File: src/rtl/game_pkg.sv
// Shared constants for the tron timing/display block: active-low segment
// patterns ordered {g,f,e,d,c,b,a} and the default 50 MHz divisors.
package game_pkg;

    localparam logic [6:0] SEG_0 = 7'b1000000;
    localparam logic [6:0] SEG_1 = 7'b1111001;
    localparam logic [6:0] SEG_2 = 7'b0100100;
    localparam logic [6:0] SEG_3 = 7'b0110000;
    localparam logic [6:0] SEG_4 = 7'b0011001;
    localparam logic [6:0] SEG_5 = 7'b0010010;
    localparam logic [6:0] SEG_6 = 7'b0000010;
    localparam logic [6:0] SEG_7 = 7'b1111000;
    localparam logic [6:0] SEG_8 = 7'b0000000;
    localparam logic [6:0] SEG_9 = 7'b0010000;
    localparam logic [6:0] SEG_A = 7'b0001000;
    localparam logic [6:0] SEG_B = 7'b0000011;
    localparam logic [6:0] SEG_C = 7'b1000110;
    localparam logic [6:0] SEG_D = 7'b0100001;
    localparam logic [6:0] SEG_E = 7'b0000110;
    localparam logic [6:0] SEG_F = 7'b0001110;

    localparam int DEFAULT_FAST_DIV = 2500000;
    localparam int DEFAULT_SEC_DIV  = 50000000;

endpackage

File: src/rtl/hex_to_7seg.sv
// Purely combinational 4-bit digit to active-low 7-segment decoder.
module hex_to_7seg
    import game_pkg::*;
(
    input  logic [3:0] digit,
    output logic [6:0] seg
);

    always_comb begin
        seg = SEG_0;
        case (digit)
            4'h0: seg = SEG_0;
            4'h1: seg = SEG_1;
            4'h2: seg = SEG_2;
            4'h3: seg = SEG_3;
            4'h4: seg = SEG_4;
            4'h5: seg = SEG_5;
            4'h6: seg = SEG_6;
            4'h7: seg = SEG_7;
            4'h8: seg = SEG_8;
            4'h9: seg = SEG_9;
            4'hA: seg = SEG_A;
            4'hB: seg = SEG_B;
            4'hC: seg = SEG_C;
            4'hD: seg = SEG_D;
            4'hE: seg = SEG_E;
            4'hF: seg = SEG_F;
            default: seg = SEG_0;
        endcase
    end

endmodule

File: src/rtl/game_timer_display.sv
// Movement-tick divider, MM:SS elapsed timer and score digits for the
// two-player tron game; every HEX output goes through hex_to_7seg.
module game_timer_display
    import game_pkg::*;
#(
    parameter int FAST_DIV = DEFAULT_FAST_DIV,
    parameter int SEC_DIV  = DEFAULT_SEC_DIV
) (
    input  logic       CLOCK_50,
    input  logic       resetn,
    input  logic       enable,
    input  logic [3:0] p1_score,
    input  logic [3:0] p2_score,
    output logic       tick_fast,
    output logic [6:0] HEX0,
    output logic [6:0] HEX1,
    output logic [6:0] HEX2,
    output logic [6:0] HEX3,
    output logic [6:0] HEX4,
    output logic [6:0] HEX6
);

    localparam int FW = $clog2(FAST_DIV);
    localparam int SW = $clog2(SEC_DIV);
    localparam logic [FW-1:0] FAST_LAST = FW'(FAST_DIV - 1);
    localparam logic [SW-1:0] SEC_LAST  = SW'(SEC_DIV - 1);

    logic [FW-1:0] fcnt;
    logic [SW-1:0] scnt;
    logic          sec_tick;
    logic [3:0]    s0, s1, m0, m1;

    // The timer advances on the same edge that wraps the prescaler.
    assign sec_tick = enable && (scnt == SEC_LAST);

    always_ff @(posedge CLOCK_50 or negedge resetn) begin
        if (!resetn) begin
            fcnt      <= '0;
            scnt      <= '0;
            tick_fast <= 1'b0;
        end else if (enable) begin
            fcnt      <= (fcnt == FAST_LAST) ? '0 : fcnt + 1'b1;
            scnt      <= (scnt == SEC_LAST)  ? '0 : scnt + 1'b1;
            tick_fast <= (fcnt == FAST_LAST);
        end else begin
            tick_fast <= 1'b0;
        end
    end

    always_ff @(posedge CLOCK_50 or negedge resetn) begin
        if (!resetn) begin
            s0 <= '0;
            s1 <= '0;
            m0 <= '0;
            m1 <= '0;
        end else if (sec_tick) begin
            if (s0 != 4'd9) begin
                s0 <= s0 + 4'd1;
            end else begin
                s0 <= '0;
                if (s1 != 4'd5) begin
                    s1 <= s1 + 4'd1;
                end else begin
                    s1 <= '0;
                    if (m0 != 4'd9) begin
                        m0 <= m0 + 4'd1;
                    end else begin
                        m0 <= '0;
                        m1 <= (m1 == 4'd9) ? 4'd0 : m1 + 4'd1;
                    end
                end
            end
        end
    end

    hex_to_7seg u_hex0 (.digit(s0),       .seg(HEX0));
    hex_to_7seg u_hex1 (.digit(s1),       .seg(HEX1));
    hex_to_7seg u_hex2 (.digit(m0),       .seg(HEX2));
    hex_to_7seg u_hex3 (.digit(m1),       .seg(HEX3));
    hex_to_7seg u_hex4 (.digit(p1_score), .seg(HEX4));
    hex_to_7seg u_hex6 (.digit(p2_score), .seg(HEX6));

endmodule

File: config.mk
export PLATFORM = sky130hd
export DESIGN_NAME = game_timer_display
export DESIGN_NICKNAME = d
export VERILOG_FILES = /design/src/rtl/game_pkg.sv /design/src/rtl/hex_to_7seg.sv /design/src/rtl/game_timer_display.sv
export SDC_FILE = /design/constraint.sdc
export NUM_CORES = 1
export LEC_CHECK = 0
export ABC_CLOCK_PERIOD_IN_PS = 4400
export CAP_MARGIN = 20
export CORE_UTILIZATION = 45
export CTS_CLUSTER_SIZE = 20
export DETAILED_ROUTE_END_ITERATION = 10
export PLACE_DENSITY = 0.66
export SLEW_MARGIN = 40
export SYNTH_ARGS = -nofsm -noshare
export SYNTH_HDL_FRONTEND = slang
export SYNTH_SLANG_ARGS = --single-unit
File: constraint.sdc
create_clock -name CLOCK_50 -period 4.4 [get_ports CLOCK_50]
set_input_delay 1.1 -clock CLOCK_50 [delete_from_list [all_inputs] [get_ports CLOCK_50]]
set_output_delay 1.1 -clock CLOCK_50 [all_outputs]
set_load 0.02 [all_outputs]
==> flow_summary.toml <==
[grt]
grt_first_pass_wirelength_mm = 19.13
grt_max_degree = 43
grt_pass1_vias = 4144
grt_use_total = 0.2072
gr-total-overflow = 0
antenna_found_initial = 0

[routing]
drt-pass1-iter-count = 4
first_iter_violations = 185
wl_per_cell_um = 14.71
wirelength_mm = 11.01
drc = 0
ant_nets = 0
vias_per_cell = 5.676
num_vias = 4246

[layout]
layout_common_cells = "dfrtp_1, nand2_1, clkdlybuf4s50_1"
final_core_util = 0.5462
diodes = 0
area_delta_synth_final_pct = 16.48
final_nets = 657
drive_above_1_share = 0.08170
final_common_cell = "dfrtp_1"

[worst_setup_path]
arrival_ns = 3.18
critPathKind = "in -> out"
crit_path_end_kind = "output port"
crit_buf_inv = 4
critical_path.top_delay_family = "buffers and inverters"
slowest_delay_ns = 0.56
required_ns = 3.30
crit_chain = "clkdlybuf4s50_1, inv_1, ha_1, inv_1, mux4_2, clkdlybuf4s50_1"
startpoint_type = "primary input"
worst-path-max-fanout = 6
crit_slowest_cell = "clkdlybuf4s50_1"

[worst_hold_path]
hold_path_class = "reg -> reg"

[clock_tree]
cts_buffers = 9
clock_latency_ns = 0.34
cts_buffer_depth = 2
ctsResizeCount = 0
cts_tree = "done"
clk_pin_slew_ns = 0.07
cts_sinks = 65
holdBufCountCts = 0
post_cts_buffers = 0
cts-htree-levels = 3
root_buffer = "clkbuf_8"

[die]
fp.dieH_um = 106.4
start_util = 0.4689
die_x_um = 106.4
core_um2 = 10460
num_rows = 37
num_io_pins = 54
dieArea_um2 = 11320

[synth]
ys_seq_area_frac = 0.3315
yosys.area_share.simple = 0.2624
ys_seq_elements = 65
synth_edf_count = 0
synth_top_family_by_area = "simple AND/OR/NAND/NOR gates"
syn_area_um2 = 4906
synth_compound_area_frac = 0.1415
synthArstFlopShare = 1.000
synth_nets = 616
synth-xor-area-share = 0.04820
synth_flop_cell = "dfrtp_1"
postSynthAreaPerCell_um2 = 8.668
synth_fa_ha_area_frac = 0.09946
synth.distinct_cells = 61
muxShareOfSynthArea = 0.06682
syn_inst = 566
yosys_warnings = 0

[power]
ir_worst_vdd_uv = 136.3
power_leakage_nw = 2.403
power_mw = 1.471
p_per_area_nw_per_um2 = 257.4

[placement]
io_buffers = 53
hpwl_mm = 7.870
place.gp.congestion = 0.8243

[timing]
slew_headroom = 0.5370
finalWorstPathRequiredPeriod_ns = 4.276
hold_viol = 0
skew_ns = 0.01024
rsz0062_at_grt = "false"
final-setup-viol-count = 0
fmax_mhz = 233.9
period_share = 0.9719
tightest_slew_ns = 0.6925
maxSlewViolCount = 0
setup-tns-final_ns = 0
timing.hold.ws_ns = 0.5257

[status]
outcome = "complete, no violations"

[flow_run]
maxCapViolations = 0
==> metrics by stage <==
stage | cell area (µm²) | std cells | setup WS, ns
finish | 5714 | 748 | 0.1238
global route | 5714 | 748 | 0.02147
CTS | 5714 | 748 | 0.1125
detailed placement | 5518 | 732 | 0.1194
global placement | 5518 | 732 | 0.1622
floorplan | 4906 | 566 | 1.142
==> where the power goes <==
group	switching, mW	internal (mW)
Clock	0.238	0.275
Combinational	0.120	0.107
Sequential	0.0838	0.647
==> cell type report <==
| class | count | area, µm² |
|---|---|---|
| clock inverter | 5 | 55.05 |
| multi-input combinational | 442 | 3034 |
| fill | 1025 | 4748 |
| clock buffer | 11 | 141.4 |
| inverter | 29 | 108.9 |
| sequential | 65 | 1627 |
| timing repair buffer | 60 | 578.1 |
| tap | 136 | 170.2 |
==> final timing paths <==
check	startpoint	end	slack (ns)	cells after the start
max	p1_score[0]	HEX4[3]	0.12	6
min	fcnt[12]$_DFFE_PN0P_	fcnt[12]$_DFFE_PN0P_	0.53	1
max reg2reg	s0[1]$_DFFE_PN0P_	m1[3]$_DFFE_PN0P_	1.81	6
min reg2reg	fcnt[12]$_DFFE_PN0P_	fcnt[12]$_DFFE_PN0P_	0.53	1
max in group asynchronous	resetn	fcnt[1]$_DFFE_PN0P_	2.73	2
min in group asynchronous	resetn	m1[1]$_DFFE_PN0P_	0.73	1
==> cell usage after synthesis, drive strengths merged (3+ instances only) <==
| library cell | n | area share |
|---|---|---|
| nand4b | 3 | 0.0066 |
| nor4b | 4 | 0.0071 |
| nand4 | 23 | 0.031 |
| nand3b | 5 | 0.0077 |
| or2 | 3 | 0.0038 |
| inv | 27 | 0.021 |
| o211ai | 4 | 0.0061 |
| xor2 | 11 | 0.020 |
| buf | 11 | 0.013 |
| or4 | 14 | 0.024 |
| or3 | 7 | 0.0089 |
| ha | 39 | 0.099 |
| a21oi | 32 | 0.033 |
| nand2b | 7 | 0.0089 |
| nor2 | 38 | 0.029 |
| and3 | 11 | 0.014 |
| nand2 | 57 | 0.044 |
| and2 | 3 | 0.0038 |
| mux2i | 17 | 0.035 |
| a22o | 5 | 0.0089 |
| o31ai | 13 | 0.020 |
| clkbuf | 19 | 0.015 |
| o21ai | 39 | 0.040 |
| xnor2 | 16 | 0.029 |
| nor3 | 14 | 0.015 |
| nor4 | 9 | 0.013 |
| a31oi | 7 | 0.0089 |
| nand3 | 21 | 0.022 |
| nor2b | 4 | 0.0051 |
| mux2 | 8 | 0.018 |
| o22ai | 5 | 0.0064 |
| mux4 | 3 | 0.014 |
| dfrtp | 65 | 0.33 |
==> state kept, by name, summed over array words and instances, names as in the netlist <==
name and flops:
fcnt 22, m0 4, m1 4, s0 4
s1 4, scnt 26, tick_fast 1
==> per-layer routing <==
metal	GRT usage	share of wire
met4	0.07143	0.010
met5	0	0
met3	0.04414	0.055
met2	0.3302	0.45
met1	0.2783	0.48
==> kinds of logic (layout without fill, tap and decap cells) <==
| family | count (synthesis) | after routing |
|---|---|---|
| simple gates | 233 | 233 |
| compound gates | 115 | 115 |
| flops | 65 | 65 |
| buf+inv | 59 | 105 |
| fa+ha+maj | 39 | 39 |
| mux | 28 | 28 |
| xor+xnor | 27 | 27 |
==> worst register-to-register path, stage by stage, from the launching register on <==
cell and delay [ns]:
dfrtp_1 0.46, inv_1 0.16, ha_1 0.33, nand4b_2 0.25, or4_4 0.55, or4_1 0.50, a22o_1 0.24
(Power assumes the default switching activity.)
